--- src/rtl/t_mod_counter.sv ---
// Modulo-MOD up/down counter that extends a single T flip-flop stage: en acts as T.
// It adds parallel load, one-shot stop-at-terminal, and a tc output so instances can be cascaded.
`timescale 1ns/1ps
module t_mod_counter #(
    parameter int WIDTH = 4,
    parameter int MOD   = 10
) (
    input  logic             clk,
    input  logic             rst,
    input  logic             en,
    input  logic             up_dn,
    input  logic             ld,
    input  logic [WIDTH-1:0] ld_val,
    input  logic             oneshot,
    output logic [WIDTH-1:0] Q,
    output logic [WIDTH-1:0] Qa,
    output logic             tc,
    output logic             wrap,
    output logic             done,
    output logic             err
);

    generate
        if (WIDTH < 2 || WIDTH > 16 || MOD < 2 || MOD > (1 << WIDTH)) begin : g_bad_param
            $error("t_mod_counter: illegal WIDTH/MOD combination");
        end
    endgenerate

    localparam logic [WIDTH-1:0] TOP   = WIDTH'(MOD - 1);
    localparam int unsigned      MOD_U = MOD;

    logic [WIDTH-1:0] q_nxt;
    logic             wrap_nxt;
    logic             done_nxt;
    logic             err_nxt;
    logic             at_term;
    logic             ld_in_range;

    assign at_term     = up_dn ? (Q == TOP) : (Q == '0);
    assign ld_in_range = (32'(ld_val) < MOD_U);
    assign tc          = en & ~done & at_term;
    assign Qa          = ~Q;

    always_comb begin
        q_nxt    = Q;
        wrap_nxt = 1'b0;
        done_nxt = done;
        err_nxt  = 1'b0;
        if (ld) begin
            done_nxt = 1'b0;
            if (ld_in_range) begin
                q_nxt = ld_val;
            end else begin
                q_nxt   = TOP;
                err_nxt = 1'b1;
            end
        end else if (en && !done) begin
            if (at_term) begin
                // One-shot freezes on the terminal value rather than wrapping.
                if (oneshot) begin
                    done_nxt = 1'b1;
                end else begin
                    q_nxt    = up_dn ? '0 : TOP;
                    wrap_nxt = 1'b1;
                end
            end else begin
                q_nxt = up_dn ? Q + 1'b1 : Q - 1'b1;
            end
        end
    end

    always_ff @(posedge clk or posedge rst) begin
        if (rst) begin
            Q    <= '0;
            wrap <= 1'b0;
            done <= 1'b0;
            err  <= 1'b0;
        end else begin
            Q    <= q_nxt;
            wrap <= wrap_nxt;
            done <= done_nxt;
            err  <= err_nxt;
        end
    end

endmodule

--- config.mk ---
export PLATFORM = sky130hd
export DESIGN_NAME = t_mod_counter
export DESIGN_NICKNAME = d
export VERILOG_FILES = /design/src/rtl/t_mod_counter.sv
export SDC_FILE = /design/constraint.sdc
export NUM_CORES = 1
export LEC_CHECK = 0
export CELL_PAD_IN_SITES_DETAIL_PLACEMENT = 2
export CELL_PAD_IN_SITES_GLOBAL_PLACEMENT = 2
export CORE_MARGIN = 2
export CORE_UTILIZATION = 35
export CTS_BUF_LIST = sky130_fd_sc_hd__clkbuf_4 sky130_fd_sc_hd__clkbuf_8
export DETAILED_ROUTE_END_ITERATION = 7
export DONT_BUFFER_PORTS = 1
export GPL_TIMING_DRIVEN = 0
export PLACE_DENSITY = 0.87
export SYNTH_ARGS = -nofsm -noshare
export SYNTH_HDL_FRONTEND = slang
export SYNTH_SLANG_ARGS = --single-unit
--- constraint.sdc ---
create_clock -name clk -period 2.2 [get_ports clk]
set_input_delay 0.44 -clock clk [delete_from_list [all_inputs] [get_ports clk]]
set_output_delay 0.44 -clock clk [all_outputs]
set_load 0.005 [all_outputs]
==> impl_metrics.yaml, run 1 <==
floorplanning:
  die_width_um: 41.1
  ios: 22
  die_h_um: 41.1
  row_count: 13
  start_util: 0.371
  dieArea_mm2: 0.00169
  core-area_mm2: 0.00130
synthesis:
  synth-edff-count: 0
  dominantRegCellSynth: "dfrtp_1"
  ys_seq_area_frac: 0.363
  yosysTopAreaCell: "dfrtp_1"
  yosys_warnings: 0
  synth_common_cells: "7 x dfrtp_1, 7 x inv_1, 6 x nor2_1, 3 x a21oi_1"
  synthesis.area_um2: 483
  synth_cell_types: 26
  syn_area_per_cell_um2: 9.66
  synth_top_area_share: 0.363
  syn-num-nets: 63
  ys_seq_elements: 7
  synthArstFlopShare: 1.00
  ys_top_cells_by_area: "dfrtp_1 36%, inv_1 5.4%, ha_1 5.2%, nor2_1 4.7%, a211oi_4 4.1%"
  netlist_instances: 50
timing:
  fin_skew_ns: 0.00115
  setup_ws_ns: 0.123
  hold-worst-slack_ns: 0.00170
  hold_viol: 0
  fmax_mhz: 482
  fin_crit_sh: 0.944
  rsz0062_at_grt: "false"
  fin_tns_setup_ns: 0
  setup_violations: 0
  slew_viol_final: 0
  slew_headroom: 0.801
  period_minus_slack_ns: 2.08
  tightest_slew_ns: 0.298
route:
  ant_nets: 0
  drt_iter0_markers: 0
  wl_per_cell_um: 15.8
  vias: 367
  drc_errors: 0
  via_per_inst: 5.24
  wirelength_um: 1110
  firstDrtPassIters: 1
grt:
  grt.overflow.total: 0
  grt_pass1_wl_um: 1630
  grtUsageTotal: 0.159
  antenna_found_initial: 0
  grt_pass1_vias: 372
  grt_max_degree: 10
cells_and_area:
  finalNetCount: 69
  drive_gt1_frac: 0.218
  multiInputGateArea_um2: 270
  insertedDiodeCount: 0
  num-fill-cells: 168
  syn_to_final_growth_pct: 11.7
  seq_area_um2: 175
cts:
  cts_tree: "done"
  cts-buffers-inserted: 3
  cts_root_buffer: "clkbuf_4"
  clockBufferDepth: 2
  cts-htree-levels: 1
  path_clk_slew_ns: 0.05
  numClockSinks: 7
  clock_latency_ns: 0.25
worst_setup_path:
  critPathKind: "reg2out"
  arrival_ns: 1.64
  start_kind: "flip-flop"
  crit_path_end_kind: "output pin"
  cp_data_required_time_ns: 1.76
  cp_max_fo: 6
placement:
  hpwlAfterDp_um: 918
  place.port_buffers: 0
  post-place-ws_ns: 0.264
  place_congestion: 0.673
min_path:
  hp-class: "in2async"
run_status:
  status: "finished, final reports clean"
pwr:
  p_int_uw: 299
  seq_power_share: 0.396
  leakage_uw: 0.000254
  swShare: 0.345
  combPwrFrac: 0.331
  clkPwrFrac: 0.273
  p_switching_uw: 158
  power.density_mw_per_mm2: 848
  irDropWorstVdd_mv: 0.355
job:
  maxCapViolations: 0
-- cell families (layout without fill, tap and decap cells) --
| kind of cell | Yosys count | after routing | synth area share |
|---|---|---|---|
| adders and majority gates | 3 | 3 | 0.0933 |
| xor gates and xnor gates | 4 | 4 | 0.0726 |
| muxes | 1 | 1 | 0.0207 |
| AOI/OAI and AO/OA | 11 | 11 | 0.189 |
| and+or+nand+nor | 16 | 16 | 0.184 |
| buffers and inverters | 8 | 13 | 0.0777 |
| DFF | 7 | 7 | 0.363 |
-- area by class of cell --
cell class | instances | area share
clock buffers | 4 | 0.0557
inverters | 7 | 0.0487
well taps | 15 | 0.0348
multi-input cells | 35 | 0.501
repair buffers | 1 | 0.0139
plain buffers | 1 | 0.0209
flip-flops and latches | 7 | 0.325
-- final timing paths --
kind / from / to / slack [ns] / cells past startpoint
setup / recovery: Q[3] / tc / 0.12 / 4
hold / removal: rst / Q[1] / 0.002 / 1
setup reg to reg: Q[3] / Q[3] / 0.36 / 6
hold reg to reg: done / done / 0.56 / 2
max in group asynchronous: rst / err / 1.99 / 1
min in group clk: oneshot / wrap / 0.27 / 1
-- power by group through the flow --
stage,registers (µW),clock network (µW),logic (µW)
after floorplan,174,0,122
after global placement,182,0,140
after detailed placement,184,0,148
after CTS,182,131,155
after global routing,187,134,175
final,181,125,151
-- cell usage in the layout, fill, tap and decap left out, types with 2 or more instances in the layout --
| cell | Yosys | final |
|---|---|---|
| a21oi_1 | 3 | 3 |
| clkbuf_4 | 0 | 4 |
| dfrtp_1 | 7 | 7 |
| ha_1 | 2 | 2 |
| inv_1 | 7 | 7 |
| nand2_1 | 2 | 2 |
| nor2_1 | 6 | 6 |
| nor3_1 | 2 | 2 |
| xnor2_1 | 2 | 2 |
| xor2_1 | 2 | 2 |
-- critical path, stage by stage (launching register included) --
cell,delay (ns)
dfrtp_1,0.44
or3_4,0.43
a211oi_4,0.26
inv_1,0.09
nor2_1,0.16
-- layer usage --
layer  part of all wire  up-vias  global-route usage
met5                  0        -                   0
li1                   -      178                   -
met4              0.022        0              0.0968
met3              0.069        2              0.0217
met2               0.51       15               0.273
met1               0.40      172               0.185
-- stage by stage --
stage	instances	cell area [µm²]	total power [µW]	util
final	70	539	457	0.414
after global placement	65	502	323	0.386
after global routing	70	539	496	0.414
after floorplan	50	483	296	-
after CTS	70	539	469	0.414
after detailed placement	65	502	332	0.386
-- what timing repair did --
action,in CTS,in global routing
hold buffers,0,0
setup endpoints to repair,1,0
gates resized for setup,0,0
setup buffers,1,0
-- registers in the layout, indices dropped and copies added, names as in the netlist --
register  count
wrap          1
done          1
Q             4
err           1
(Power assumes the default switching activity.)
==> inputs of run 2 (changes only) <==
--- a/config.mk
+++ b/config.mk
@@ -13,6 +13,7 @@
 export DETAILED_ROUTE_END_ITERATION = 7
 export DONT_BUFFER_PORTS = 1
 export GPL_TIMING_DRIVEN = 0
+export MAX_ROUTING_LAYER = met4
 export PLACE_DENSITY = 0.87
 export SYNTH_ARGS = -nofsm -noshare
 export SYNTH_HDL_FRONTEND = slang
==> impl_metrics.yaml, run 2 (synthesis results as in run 1) <==
route:
  drc_errors: 0
  wirelength_um: 1120
  ant_nets: 0
  via_per_inst: 5.20
  drt_iter0_markers: 0
  vias: 364
  firstDrtPassIters: 1
  wl_per_cell_um: 16.0
pwr:
  p_switching_uw: 159
  combPwrFrac: 0.331
  leakage_uw: 0.000254
  power.density_mw_per_mm2: 849
  irDropWorstVdd_mv: 0.357
  seq_power_share: 0.397
  total_power_uw: 458
  p_int_uw: 299
  swShare: 0.346
  clkPwrFrac: 0.272
cts:
  cts_hold_buf: 0
  cts_tree: "done"
  cts_root_buffer: "clkbuf_4"
  path_clk_slew_ns: 0.05
  cts-buffers-inserted: 3
  clockBufferDepth: 2
  cts-htree-levels: 1
  clock_latency_ns: 0.25
  numClockSinks: 7
timing:
  period_minus_slack_ns: 2.08
  fmax_mhz: 481
  slew_viol_final: 0
  fin_skew_ns: 0.00115
  slew_headroom: 0.801
  rsz0062_at_grt: "false"
  fin_crit_sh: 0.944
  hold_viol: 0
  fin_tns_setup_ns: 0
  hold-worst-slack_ns: 0.00186
  setup_violations: 0
  tightest_slew_ns: 0.298
cells_and_area:
  largest_reg_flops: 4
  finalNonFillerCells: 70
  insertedDiodeCount: 0
  fin_util: 0.414
  final_cell_mix: "7 x dfrtp_1, 7 x inv_1, 6 x nor2_1"
  drive_gt1_frac: 0.218
  finalNetCount: 69
  regMostFlops: "Q"
  syn_to_final_growth_pct: 11.7
worst_setup_path:
  start_kind: "flip-flop"
  critical_path.cell_chain: "or3_4 -> a211oi_4 -> inv_1 -> nor2_1"
  arrival_ns: 1.64
  timing.rr.start: "Q[3]"
  crit_path_end_kind: "output pin"
  critPathKind: "reg2out"
  crit_slowest_cell: "dfrtp_1"
  worst-path-buf-inv: 1
  startpoint: "Q[3]"
  critPathTopFamily: "simple AND/OR/NAND/NOR gates"
  cp_max_fo: 6
  crit_path_max_incr_delay_ns: 0.44
  cp_data_required_time_ns: 1.76
placement:
  place_congestion: 0.680
  place.port_buffers: 0
  place_inst: 65
  hpwlAfterDp_um: 918
floorplanning:
  row_count: 13
  die_h_um: 41.1
  die_width_um: 41.1
  ios: 22
  dieArea_mm2: 0.00169
  core-area_mm2: 0.00130
  start_util: 0.371
grt:
  grt_pass1_wl_um: 1640
  grt_max_degree: 10
  antenna_found_initial: 0
  grtUsageTotal: 0.164
  grt.overflow.total: 0
  grt_pass1_vias: 368
run_status:
  status: "finished, final reports clean"
min_path:
  hp-class: "in2async"
job:
  maxCapViolations: 0
run 2: stage by stage:
step / worst slack [ns] / cell area [µm²]
final: 0.123 / 539
after global routing: 0.0301 / 539
after CTS: 0.105 / 539
after detailed placement: 0.264 / 502
after global placement: 0.314 / 502
after floorplan: 0.414 / 483
run 2: area by class of cell:
type                       instances  area (µm²)
timing repair buffer               1        7.51
sequential                         7         175
fill                             168         762
buffer                             1        11.3
inverter                           7        26.3
tap                               15        18.8
multi-input combinational         35         270
clock buffer                       4        30.0
run 2: timing repair:
item,in CTS,in global routing
setup buffers,1,0
setup endpoints to repair,1,0
gates resized for setup,0,0
run 2: metal layers:
metal	global-route usage	share of wire	up-vias
met5	-	0	-
met2	0.273	0.51	15
met4	0.0968	0.021	0
met1	0.185	0.40	170
li1	-	-	177
met3	0.0217	0.068	2
run 2: worst reg2reg max path: cells and delay by family, from the launching register on:
kind                   cells  cell delay (ns)
AO/OA/AOI/OAI              4             0.70
buffers and inverters      1             0.18
AND/OR/NAND/NOR            1             0.43
flip-flops                 1             0.44
run 2: worst paths after layout:
path                         to  slack [ns]  cells after the start
setup reg to reg           Q[3]        0.36                      6
hold / removal             Q[1]       0.002                      1
min in group clk           wrap        0.27                      1
hold reg to reg            done        0.56                      2
max in group asynchronous   err        1.99                      1
setup / recovery             tc        0.12                      4
run 2: power groups by stage:
stage | logic [µW] | registers (µW) | clock network [µW]
floorplan | 122 | 174 | 0
global placement | 140 | 182 | 0
detailed placement | 148 | 184 | 0
CTS | 155 | 182 | 131
global route | 175 | 187 | 134
finish | 152 | 182 | 125
==> inputs of run 3 (changes only) <==
--- a/config.mk
+++ b/config.mk
@@ -8,13 +8,12 @@
 export CELL_PAD_IN_SITES_DETAIL_PLACEMENT = 2
 export CELL_PAD_IN_SITES_GLOBAL_PLACEMENT = 2
 export CORE_MARGIN = 2
-export CORE_UTILIZATION = 35
+export CORE_UTILIZATION = 23
 export CTS_BUF_LIST = sky130_fd_sc_hd__clkbuf_4 sky130_fd_sc_hd__clkbuf_8
 export DETAILED_ROUTE_END_ITERATION = 7
-export DONT_BUFFER_PORTS = 1
 export GPL_TIMING_DRIVEN = 0
 export MAX_ROUTING_LAYER = met4
-export PLACE_DENSITY = 0.87
+export PLACE_DENSITY = 0.88
 export SYNTH_ARGS = -nofsm -noshare
 export SYNTH_HDL_FRONTEND = slang
 export SYNTH_SLANG_ARGS = --single-unit
==> impl_metrics.yaml, run 3 (synthesis results as in run 1) <==
placement:
  hpwlAfterDp_um: 1140
  place_area_um2: 717
  place_inst: 97
  place.port_buffers: 20
  place_congestion: 0.709
worst_setup_path:
  cp_max_fo: 2
  cp_data_required_time_ns: 1.76
  arrival_ns: 1.65
  crit_slowest_cell: "dfrtp_2"
  start_kind: "flip-flop"
  crit_path_end_kind: "output pin"
  critPathKind: "reg2out"
  crit_path_max_incr_delay_ns: 0.40
  critical_path.cell_chain: "or3_4 -> a211oi_4 -> inv_2 -> nor2_2 -> clkdlybuf4s15_1"
route:
  wirelength_um: 1460
  wl_per_cell_um: 13.9
  drt_iter0_markers: 2
  vias: 468
  firstDrtPassIters: 2
  via_per_inst: 4.46
  drc_errors: 0
  ant_nets: 0
pwr:
  leakage_uw: 0.000344
  irDropWorstVdd_mv: 0.250
  power.density_mw_per_mm2: 731
job:
  maxCapViolations: 0
timing:
  slew_viol_final: 0
  slew_headroom: 0.811
  fmax_mhz: 478
  period_minus_slack_ns: 2.09
  fin_skew_ns: 0.00228
  tightest_slew_ns: 0.283
  rsz0062_at_grt: "false"
  setup_violations: 0
  fin_tns_setup_ns: 0
  fin_crit_sh: 0.952
  hold_viol: 0
grt:
  grtUsageTotal: 0.138
  grt_max_degree: 10
  antenna_found_initial: 0
  grt_pass1_wl_um: 2440
  grt.overflow.total: 0
  grt_pass1_vias: 519
floorplanning:
  die_width_um: 49.8
  row_count: 16
  die_h_um: 49.8
  dieArea_mm2: 0.00248
  core-area_mm2: 0.00196
  start_util: 0.246
  ios: 22
cts:
  cts-buffers-inserted: 3
  cts_tree: "done"
  path_clk_slew_ns: 0.05
  cts_root_buffer: "clkbuf_4"
  cts-htree-levels: 1
  clockBufferDepth: 2
  clock_latency_ns: 0.26
  cts_hold_buf: 0
  numClockSinks: 7
cells_and_area:
  drive_gt1_frac: 0.256
  largest_reg_flops: 4
  insertedDiodeCount: 0
  fin_util: 0.396
  regMostFlops: "Q"
  final_area_um2: 777
  finalNetCount: 92
  final_common_cell: "clkdlybuf4s50_1"
  syn_to_final_growth_pct: 60.9
  finalNonFillerCells: 105
  final_cell_mix: "18 x clkdlybuf4s50_1, 6 x inv_1, 5 x dfrtp_1, 5 x nor2_1"
min_path:
  hp-class: "in2reg"
run_status:
  status: "finished, final reports clean"
[run 3: worst paths after layout]
kind,from,end,slack (ns),depth (start not counted)
max,Q[3],tc,0.11,5
min in group asynchronous,rst,done,0.42,2
max in group asynchronous,rst,Q[0],1.54,2
max reg2reg,Q[3],Q[3],0.42,6
min reg2reg,done,done,0.55,2
min,ld,done,0.39,2
[run 3: what timing repair did]
item,CTS,global route
setup buffers,4,0
gates resized for setup,8,2
setup endpoints to repair,1,1
pin swaps,3,1
[run 3: per-layer routing]
metal,part of all wire,track usage,vias to the layer above
li1,-,-,224
met1,0.39,0.147,223
met2,0.52,0.249,18
met3,0.065,0.0242,3
met4,0.017,0.0556,0
met5,0,-,-
[run 3: stage by stage]
stage                     hold slack, ns  worst slack (ns)  total power (µW)
after global placement             0.516            -0.681               401
after detailed placement           0.552            -0.757               413
after CTS                          0.387            0.0105               574
after global routing               0.410            0.0243               607
final                              0.388             0.106               568
after floorplan                    0.243             0.414               296
[run 3: area by class of cell]
type	instances	area, µm²
fillers	234	1180
clock buffers	4	30.0
plain buffers	1	11.3
repair buffers	24	225
multi-input cells	35	273
inverters	7	26.3
flip-flops and latches	7	178
well taps	27	33.8
[run 3: critical path, delay by kind of cell (launching register included)]
family / cells / cell delay, ns
AND/OR/NAND/NOR: 2 / 0.47
buffers and inverters: 2 / 0.28
AO/OA/AOI/OAI: 1 / 0.25
flip-flops: 1 / 0.40
[run 3: report_power, final]
group / internal, µW / switching (µW)
clock: 81.9 / 52.6
combinational: 151 / 113
sequential: 147 / 22.4
